File: src/rtl/vector_list_engine.sv
`default_nettype none
// ============================================================================
// vector_list_engine : display-list fetcher with Bresenham rasteriser for X/Y DACs
// Feature macro: VECTOR_DWELL_EN (blanked settle after each MOVE / LINE). Rev 1.0
// ============================================================================
module vector_list_engine #(
   parameter int COORD_W      = 8,
   parameter int ADDRESSWIDTH = 8,
   parameter int DATAWIDTH    = 2*COORD_W+2,
   parameter int MEM_LAT      = 1,
   parameter int LOOP         = 1,
   parameter int DWELL        = 4
) (
   input  logic                    clk,
   input  logic                    rst,
   input  logic                    enable,
   input  logic                    start,
   input  logic [ADDRESSWIDTH-1:0] base_addr,
   output logic [ADDRESSWIDTH-1:0] addr,
   input  logic [DATAWIDTH-1:0]    data_in,
   output logic [COORD_W-1:0]      x_ch,
   output logic [COORD_W-1:0]      y_ch,
   output logic                    beam_on,
   output logic                    busy,
   output logic                    frame_done
);

   typedef enum logic [2:0] {
      S_IDLE   = 3'd0,
      S_FETCH  = 3'd1,
      S_WAIT   = 3'd2,
      S_DECODE = 3'd3,
      S_DRAW   = 3'd4,
`ifdef VECTOR_DWELL_EN
      S_DWELL  = 3'd5,
`endif
      S_ENDF   = 3'd6
   } state_t;

   state_t                   state_q, state_d;
   logic [ADDRESSWIDTH-1:0]  ptr_q, ptr_d, addr_q, addr_d;
   logic [COORD_W-1:0]       x_q, x_d, y_q, y_d, tx_q, tx_d, ty_q, ty_d;
   logic signed [COORD_W:0]  dx_q, dx_d, dy_q, dy_d;
   logic signed [COORD_W+1:0] err_q, err_d;
   logic                     sx_q, sx_d, sy_q, sy_d;
   logic [1:0]               lat_q, lat_d;
   logic                     beam_q, beam_d, busy_q, done_q;
   logic                     word_done, advance;

`ifdef VECTOR_DWELL_EN
   localparam int DW_W = (DWELL > 1) ? $clog2(DWELL) : 1;
   logic [DW_W-1:0]          dwell_q, dwell_d;
`else
   logic [31:0]              w_dwell_unused;
   assign w_dwell_unused = 32'(DWELL);
`endif

   // Word fields
   logic                     w_pos, w_line;
   logic [COORD_W-1:0]       w_xin, w_yin;
   assign w_pos  = data_in[0];
   assign w_line = data_in[1];
   assign w_xin  = data_in[2 +: COORD_W];
   assign w_yin  = data_in[2+COORD_W +: COORD_W];

   // Line setup from the current point to the fetched endpoint
   logic [COORD_W:0]         w_xdiff, w_ydiff, w_dxabs, w_dyneg;
   assign w_xdiff = {1'b0, w_xin} - {1'b0, x_q};
   assign w_ydiff = {1'b0, w_yin} - {1'b0, y_q};
   assign w_dxabs = w_xdiff[COORD_W] ? -w_xdiff : w_xdiff;
   assign w_dyneg = w_ydiff[COORD_W] ? w_ydiff : -w_ydiff;

   // One Bresenham step; e2 needs one extra bit over err
   logic signed [COORD_W+2:0] w_e2, w_dx_e2, w_dy_e2;
   logic signed [COORD_W+1:0] w_dx_ext, w_dy_ext, w_errn;
   logic                      w_stepx, w_stepy, w_at_end;
   logic [COORD_W-1:0]        w_xn, w_yn;
   assign w_e2     = {err_q, 1'b0};
   assign w_dx_e2  = {{2{dx_q[COORD_W]}}, dx_q};
   assign w_dy_e2  = {{2{dy_q[COORD_W]}}, dy_q};
   assign w_dx_ext = {dx_q[COORD_W], dx_q};
   assign w_dy_ext = {dy_q[COORD_W], dy_q};
   assign w_stepx  = (w_e2 >= w_dy_e2);
   assign w_stepy  = (w_e2 <= w_dx_e2);
   assign w_xn     = w_stepx ? (sx_q ? x_q - COORD_W'(1) : x_q + COORD_W'(1)) : x_q;
   assign w_yn     = w_stepy ? (sy_q ? y_q - COORD_W'(1) : y_q + COORD_W'(1)) : y_q;
   assign w_errn   = err_q + (w_stepx ? w_dy_ext : '0) + (w_stepy ? w_dx_ext : '0);
   assign w_at_end = (x_q == tx_q) && (y_q == ty_q);

   always_comb begin
      state_d   = state_q;
      ptr_d     = ptr_q;
      x_d       = x_q;
      y_d       = y_q;
      tx_d      = tx_q;
      ty_d      = ty_q;
      dx_d      = dx_q;
      dy_d      = dy_q;
      err_d     = err_q;
      sx_d      = sx_q;
      sy_d      = sy_q;
      lat_d     = lat_q;
      beam_d    = 1'b0;
      word_done = 1'b0;
      advance   = 1'b0;
`ifdef VECTOR_DWELL_EN
      dwell_d   = dwell_q;
`endif
      case (state_q)
         S_IDLE: begin
            if (start) begin
               ptr_d   = base_addr;
               state_d = S_FETCH;
            end
         end
         S_FETCH: begin
            if (MEM_LAT > 1) begin
               lat_d   = 2'(MEM_LAT-2);
               state_d = S_WAIT;
            end else begin
               state_d = S_DECODE;
            end
         end
         S_WAIT: begin
            if (lat_q == 2'd0) state_d = S_DECODE;
            else               lat_d   = lat_q - 2'd1;
         end
         S_DECODE: begin
            if (w_line) begin
               tx_d    = w_xin;
               ty_d    = w_yin;
               dx_d    = w_dxabs;
               dy_d    = w_dyneg;
               err_d   = {w_dxabs[COORD_W], w_dxabs} + {w_dyneg[COORD_W], w_dyneg};
               sx_d    = w_xdiff[COORD_W];
               sy_d    = w_ydiff[COORD_W];
               state_d = S_DRAW;
            end else if (w_pos) begin
               x_d       = w_xin;
               y_d       = w_yin;
               word_done = 1'b1;
            end else begin
               state_d = S_ENDF;
            end
         end
         S_DRAW: begin
            beam_d = 1'b1;
            // Already at the endpoint only for a zero-length line: show a dot
            if (w_at_end) begin
               word_done = 1'b1;
            end else begin
               x_d   = w_xn;
               y_d   = w_yn;
               err_d = w_errn;
               if ((w_xn == tx_q) && (w_yn == ty_q)) word_done = 1'b1;
            end
         end
`ifdef VECTOR_DWELL_EN
         S_DWELL: begin
            if (dwell_q == '0) advance = 1'b1;
            else               dwell_d = dwell_q - DW_W'(1);
         end
`endif
         S_ENDF: begin
            if ((LOOP != 0) && start) begin
               ptr_d   = base_addr;
               state_d = S_FETCH;
            end else begin
               state_d = S_IDLE;
            end
         end
         default: state_d = S_IDLE;
      endcase

      if (word_done) begin
`ifdef VECTOR_DWELL_EN
         if (DWELL > 0) begin
            state_d = S_DWELL;
            dwell_d = DW_W'(DWELL-1);
         end else begin
            advance = 1'b1;
         end
`else
         advance = 1'b1;
`endif
      end

      // The last address has no successor: the frame ends there
      if (advance) begin
         if (ptr_q == '1) begin
            state_d = S_ENDF;
         end else begin
            ptr_d   = ptr_q + ADDRESSWIDTH'(1);
            state_d = S_FETCH;
         end
      end

      addr_d = (state_d == S_FETCH) ? ptr_d : addr_q;
   end

   always_ff @(posedge clk) begin
      if (rst) begin
         state_q <= S_IDLE;
         ptr_q   <= '0;
         addr_q  <= '0;
         x_q     <= '0;
         y_q     <= '0;
         tx_q    <= '0;
         ty_q    <= '0;
         dx_q    <= '0;
         dy_q    <= '0;
         err_q   <= '0;
         sx_q    <= 1'b0;
         sy_q    <= 1'b0;
         lat_q   <= '0;
         beam_q  <= 1'b0;
         busy_q  <= 1'b0;
         done_q  <= 1'b0;
`ifdef VECTOR_DWELL_EN
         dwell_q <= '0;
`endif
      end else if (!enable) begin
         beam_q  <= 1'b0;
         done_q  <= 1'b0;
      end else begin
         state_q <= state_d;
         ptr_q   <= ptr_d;
         addr_q  <= addr_d;
         x_q     <= x_d;
         y_q     <= y_d;
         tx_q    <= tx_d;
         ty_q    <= ty_d;
         dx_q    <= dx_d;
         dy_q    <= dy_d;
         err_q   <= err_d;
         sx_q    <= sx_d;
         sy_q    <= sy_d;
         lat_q   <= lat_d;
         beam_q  <= beam_d;
         busy_q  <= (state_d != S_IDLE);
         done_q  <= (state_d == S_ENDF);
`ifdef VECTOR_DWELL_EN
         dwell_q <= dwell_d;
`endif
      end
   end

   assign addr       = addr_q;
   assign x_ch       = x_q;
   assign y_ch       = y_q;
   assign beam_on    = beam_q;
   assign busy       = busy_q;
   assign frame_done = done_q;

endmodule
`default_nettype wire

File: config.mk
export PLATFORM = sky130hd
export DESIGN_NAME = vector_list_engine
export DESIGN_NICKNAME = d
export VERILOG_FILES = /design/src/rtl/vector_list_engine.sv
export SDC_FILE = /design/constraint.sdc
export NUM_CORES = 1
export LEC_CHECK = 0
export BUFFER_PORTS_ARGS = -buffer_cell sky130_fd_sc_hd__buf_4
export CAP_MARGIN = 20
export CORE_MARGIN = 5
export CORE_UTILIZATION = 40
export CTS_CLUSTER_DIAMETER = 100
export DETAILED_ROUTE_END_ITERATION = 12
export GPL_TIMING_DRIVEN = 0
export HOLD_SLACK_MARGIN = 0.08
export PLACE_DENSITY = 0.68
export SETUP_SLACK_MARGIN = 0.1
export SYNTH_ARGS = -nofsm -noshare
export SYNTH_HDL_FRONTEND = slang
export SYNTH_SLANG_ARGS = --single-unit
File: constraint.sdc
create_clock -name clk -period 6.66 [get_ports clk]
set_input_delay 0.666 -clock clk [delete_from_list [all_inputs] [get_ports clk]]
set_output_delay 0.666 -clock clk [all_outputs]
set_load 0.005 [all_outputs]
# Yosys cells after proc, flatten, opt, wreduce, memory -nomap -nowiden
# Cells that the tools add are included.
[word_totals]
input_bits = 30
register_bits = 86
word_cells = 100
[classes]
n_eq_ne = 16
n_reduce_logical = 13
muxes = 38
n_addsub = 13
n_bitwise = 2
magnitude_cmp = 2
[ops]
columns = ["cell", "n"]
rows = [
  ["$mux W8", 14],
  ["$mux W10", 4],
  ["$eq A8 B8 Y1", 4],
  ["$pmux W8 S2", 2],
  ["$add A8 B1 Y8 const B", 3],
  ["$add A10 B10 Y10", 2],
  ["$pmux W10 S2", 1],
  ["$mux W3", 6],
  ["$mux W9", 2],
  ["$neg A9 Y9", 2],
  ["$pmux W3 S6", 1],
  ["$sub A8 B8 Y9", 2],
  ["$sub A8 B1 Y8 const B", 2],
  ["$ge A11 B9 Y1", 1],
  ["$le A11 B9 Y1", 1],
  ["$add A9 B9 Y10", 1],
  ["$eq A3 B3 Y1 const B", 3],
  ["$eq A8 B8 Y1 const B", 1],
  ["$ne A2 B2 Y1 const B", 4],
  ["$mux W1", 7],
  ["$eq A3 B1 Y1 const B", 2],
  ["$eq A3 B2 Y1 const B", 2],
  ["$reduce_and A3 Y1", 2],
  ["$reduce_and A5 Y1", 1],
  ["other kinds (11)", 14],
]

# Depth between registers and ports, before layout
[depth]
ltp_word = 12
ltp_mapped = 25
ltp_nobuf = 24

# Worst setup path before layout
# Ideal clock, no wire load.
[synth_timing]
path_kind = "input-to-reg"
start = "input port data_in[10]"
end = "register err_q[8]"
cell_stages = 22
arrival_ps = 4440
path_slack_ps = 2134
path_cell_list = "inv_1 ha_1 inv_1 fa_1 a21o_1 a21oi_1 o21bai_1 a21oi_1 o21bai_1 a21oi_1 mux2_2 fa_1 a21oi_1 nor2_1 nor2_1 o21bai_1 a21oi_1 o21bai_1 a21oi_1 xnor2_1 a21oi_1 a211oi_1"
[synth_via]
elab_chain_len = 6
[synth_rtl]
columns = ["element", "line_no", "rtl"]
rows = [
  ["from (decl)", "20", "input logic [DATAWIDTH-1:0] data_in,"],
  ["$sub A8 B8 Y9 (*)", "69", "assign w_ydiff = {1'b0, w_yin} - {1'b0, y_q};"],
  ["$neg A9 Y9", "71", "assign w_dyneg = w_ydiff[COORD_W] ? w_ydiff : -w_ydiff;"],
  ["$mux W9 (*)", "71", ""],
  ["via w_dyneg[1]", "67", "logic [COORD_W:0] w_xdiff, w_ydiff, w_dxabs, w_dyneg;"],
  ["$add A9 B9 Y10 (*)", "134", "err_d = {w_dxabs[COORD_W], w_dxabs} + {w_dyneg[COORD_W], w_dyneg};"],
  ["$mux W10 (*)", "129", "if (w_line) begin"],
  ["$pmux W10 S2 (*)", "109", "case (state_q)"],
  ["to (signal assigned)", "235", "err_q <= err_d;"],
  ["to (decl)", "44", "logic signed [COORD_W+1:0] err_q, err_d;"],
]
# The timed path passes the listed nets; every way through them passes the cells marked *. The select of a mux whose other input is x is not followed.
# A chain may end at the register's enable or synchronous reset.

# Final worst setup path
[layout_timing]
start = "register err_q[5]"
end = "register err_q[9]"
[layout_via]
elab_chain_len = 6
elab_cells_between_ends = 8
cone_classes = "add/sub (2); order compare (2); mux (4)"
[layout_rtl]
columns = ["element", "line_no", "rtl"]
rows = [
  ["$ge A11 B9 Y1", "83", "assign w_stepx = (w_e2 >= w_dy_e2);"],
  ["$mux W10", "87", "assign w_errn = err_q + (w_stepx ? w_dy_ext : '0) + (w_stepy ? w_dx_ext : '0);"],
  ["$add A10 B10 Y10", "87", ""],
  ["$add A10 B10 Y10 (*)", "87", ""],
  ["$mux W10 (*)", "149", "if (w_at_end) begin"],
  ["$pmux W10 S2 (*)", "109", ""],
]
# Mark *: on every way between the ends. The rest lies on a longest branch, timed or not. The select of a mux whose other input is x is not followed.

==> Implementation_results.wiki <==
{| class="wikitable"
! Metric !! Value
|-
| Run status || complete, no violations
|-
| Combinational family with the most area after synthesis || compound AO/OA/AOI/OAI gates
|-
| Half-perimeter wire length after detailed placement || about 18 mm
|-
| Multiplexer fraction of the synthesized cell area || 0.01224
|-
| Power Density || 198.0 nW/um2
|-
| Buffer count from post-CTS setup fixing || 0
|-
| Drt first pass iters || 5
|-
| Tot GR Track Use || 0.2159
|-
| Launching point of the worst reg2reg path || err_q[5]
|-
| Max VDD drop || 0.0001003 V
|-
| Largest net degree at the start of global routing || 15
|-
| Share of total power in the clock network || 0.386
|-
| Count of mapped cells out of synthesis || 939
|-
| Number of sinks driven by the clock tree || 86
|-
| Area delta synth->final || 14.45%
|-
| Tightest Pin Transition || 1119 ps
|-
| Sink of the worst hold path || addr[3]
|-
| Reg-to-reg critical path endpoint || err_q[9]
|-
| Post-Route Setup TNS || 0 ps
|-
| Post-Route WL || around 23 mm
|-
| Worst clock skew on the final layout || 7.957 ps
|-
| Sort of element at the end of the critical path || flip-flop
|-
| Period Utilization, post-route || 0.8585
|-
| Routed Antenna Nets || 0
|-
| Number of cells on the worst reg-to-reg path || 21
|-
| Critical path type || flip-flop to flip-flop
|-
| Yosys warns || 0
|-
| Avg Inst Size Synth || 7.838 um2
|-
| Reg-to-reg slack, setup || 940 ps
|-
| Sw frac || 0.3176
|-
| CTS H-tree lvls || 3
|-
| HP Class || flip-flop to flip-flop
|-
| TritonCTS clock tree || built
|-
| DRT iter0 DRCs || 706
|-
| Post-DR wirelength/cell || about 19 um
|-
| Count of cell types in the netlist || 71
|-
| Max-slew headroom at the worst pin || 0.2541
|-
| Latest clock arrival within the worst-skew pair || 360 ps
|-
| Pins over their slew limit || 0
|-
| Initial antenna violation count || 0
|-
| Logic pwr share || 0.290
|-
| Number of storage elements in the synthesis netlist || 86
|-
| Overflow left after global routing || 0
|-
| Final-report hold violation count || 0
|-
| Number of remaining DRC errors || 0
|-
| Post-synthesis cell area || around 7400 um2
|-
| Vias post-DR || 7164
|-
| Number of cells on the worst hold path || 2
|-
| Number of vias per cell || approximately 5.8
|-
| Synth Flop Type || dfxtp_1
|-
| Cells resized by post-CTS repair || 0
|-
| Longest Clk Path Bufs || 2
|-
| Final count of negative-setup-slack endpoints || 0
|-
| Die H || 145.6 um
|-
| Crit path launch type || flip-flop
|-
| Number of buffers inserted for hold repair after clock tree synthesis || 0
|-
| Cell leakage power || approximately 3.4 nW
|-
| Number of synthesized flops with an enable pin || 0
|-
| Endpoint required time on the critical path || 6870 ps
|-
| Number of inserted diodes || 0
|-
| Peak clock frequency supported by timing || 174.9 MHz
|-
| Number of clock buffers inserted by TritonCTS || 9
|-
| Boundary pin count || 57
|-
| Via count of the first global-routing pass || between 6000 and 7000
|-
| Weighted congestion at the end of routability-driven global placement || 0.9528
|-
| Xor and xnor area share after synthesis || 0.09895
|-
| Max_cap viols || 0
|-
| Total Nets Final || 1118
|-
| Largest stage delay on the critical path || ~740 ps
|-
| Fill cell instance count of the final layout || 1841
|-
| Unrepaired setup endpoints after global routing || false
|-
| Sequential cell area fraction in the yosys report || 0.2339
|-
| Min Tclk post-route || between 5000 and 6000 ps
|-
| Port-buffer cells || between 50 and 60
|-
| Worst Path Max Fanout || 10
|-
| Area fraction in and, or, nand and nor cells after synthesis || 0.1914
|-
| Fraction of the mapped netlist area in compound gates || 0.2499
|-
| PnR Total Power || approximately 1.7 mW
|-
| Clock Root Buffer || clkbuf_16
|-
| Initial core utilization || 0.4083
|-
| Int Pwr || 1.138 mW
|-
| Chain of cells forming the critical path || ha_1 -> nand2_1 -> o21ai_0 -> nand2b_1 -> a211oi_1 -> clkbuf_1 -> nor2_1 -> fa_1 -> ha_1 -> fa_1 -> a21oi_1 -> nor2_1 -> nor2_1 -> nor2b_1 -> o21a_1 -> o21ai_0 -> nand2b_1 -> a21oi_1 -> xnor2_1 -> o221ai_1 -> a21oi_1
|-
| Switch Pwr || 0.5299 mW
|-
| Net count after synthesis || 1053
|-
| X dimension of the die || 145.6 um
|-
| Die Footprint || 21210 um2
|-
| Post-synthesis adder-cell area fraction || 0.1581
|-
| Power share of the sequential group || 0.325
|-
| Placeable Area || roughly 18000 um2
|-
| Beginning of the worst hold path || addr[3]
|-
| Cell type of the slowest stage on the worst timing path || a211oi_1
|-
| Fraction of final layout cells sized beyond drive strength 1 || 0.09514
|-
| Row count || 49
|-
| Clock Pin Slew Worst Setup and Hold Paths || 70 ps
|-
| Global-route wire length before repair || 37.13 mm
|-
| Crit path arrival time || roughly 5900 ps
|-
| Async set or reset register ratio after synthesis || 0
|}
-- final cells by class --
cell class	instances	area [um2]	share of cell area
timing repair buffer	54	405.4	0.04813
sequential	86	1722	0.2044
multi-input combinational	749	5230	0.6209
clock inverter	6	132.6	0.01575
inverter	65	244.0	0.02897
buffer	39	163.9	0.01946
clock buffer	10	239.0	0.02837
tap	229	286.5	0.03402
-- power by group through the flow --
stage,clock (mW),combinational [mW],sequential [mW]
final,0.643,0.483,0.542
after detailed placement,0,0.470,0.553
after global placement,0,0.464,0.553
after floorplan,0,0.340,0.550
after global routing,0.673,0.524,0.544
after CTS,0.650,0.474,0.541
-- synth_stat cells (3+ instances only) --
master,instances,area share
fa_1,15,0.041
clkbuf_1,34,0.017
xnor2_1,48,0.057
nand3b_1,3,0.0031
xor2_1,27,0.032
o31ai_1,3,0.0031
a311oi_1,3,0.0036
and2_1,3,0.0026
a32o_1,3,0.0041
o32ai_1,3,0.0036
nand2_1,97,0.049
a221oi_1,12,0.014
o21ai_0,32,0.022
a21oi_1,77,0.052
nor3_1,15,0.010
nor2_1,119,0.061
a21o_1,15,0.015
nor2b_1,13,0.011
o2bb2ai_1,3,0.0036
mux2_2,4,0.0061
nand2b_1,11,0.0094
o21a_1,6,0.0061
a211o_1,4,0.0048
o21bai_1,15,0.015
o211ai_1,4,0.0041
nand4_1,10,0.0085
a211oi_1,38,0.039
and3_1,5,0.0043
ha_1,69,0.12
o211a_1,3,0.0041
dfxtp_1,86,0.23
inv_1,65,0.033
or3_1,4,0.0034
o22ai_1,12,0.010
a31oi_1,4,0.0034
a22oi_1,3,0.0031
mux2i_1,3,0.0041
nand3_1,19,0.013
xor3_1,3,0.0097
-- metal layers --
metal | up-vias | wire length (um) | GRT usage
met5 | - | 0 | 0
met4 | 0 | 691 | 0.08862
met3 | 48 | 1481 | 0.03145
met2 | 280 | 10740 | 0.3499
met1 | 3357 | 10510 | 0.2885
li1 | 3479 | - | -
-- through the flow --
step                        util  cells  setup slack, ps  instance area, um2  hold WS [ps]
after floorplan                -    939             2134                7360         436.3
after global placement    0.4467   1222             1124                8051         443.1
after detailed placement  0.4467   1222             1099                8051         448.0
after CTS                 0.4673   1238             1089                8423         457.2
after global routing      0.4673   1238            501.0                8423         477.0
final                     0.4673   1238            942.1                8423         456.5
-- cell families after synthesis --
kind of cell | count (synthesis)
buffers and inverters | 104
XOR/XNOR | 78
AO/OA/AOI/OAI | 267
flip-flops | 86
multiplexers | 8
adder cells (fa/ha/maj) | 84
AND/OR/NAND/NOR | 312
-- worst max path at each step --
| stage | from | endpoint |
|---|---|---|
| floorplan | data_in[10] | err_q[8] |
| finish | err_q[5] | err_q[9] |
| CTS | err_q[3] | err_q[9] |
| global placement | err_q[3] | err_q[9] |
| global route | err_q[4] | err_q[9] |
| detailed placement | err_q[3] | err_q[9] |
-- placed cells by master (no fill, tap or decap), drive strengths merged, types with 14 or more instances in the layout --
master,n
a21oi,79
nand2,97
buf,59
nand3,19
fa,15
nor2,119
a211oi,39
xor2,27
o21bai,15
a21o,16
xnor2,48
clkbuf,44
dfxtp,86
nor3,16
ha,69
a221oi,14
inv,65
o21ai,32
-- flip-flops by register name, indices dropped and copies added (netlist names), 2 cells and up --
name     flops
addr         8
dx_q         9
dy_q         9
err_q       10
lat_q        2
ptr_q        8
state_q      3
tx_q         8
ty_q         8
x_ch         8
y_ch         8
-- critical path: cells and delay by family, from the launching register on --
kind | cells | cell delay, ps
AO/OA/AOI/OAI | 8 | 2200
adder cells (fa/ha/maj) | 4 | 1430
AND/OR/NAND/NOR | 7 | 880
buffers and inverters | 1 | 600
flip-flops | 1 | 360
XOR/XNOR | 1 | 90
Power figures use the tool's default switching activity.
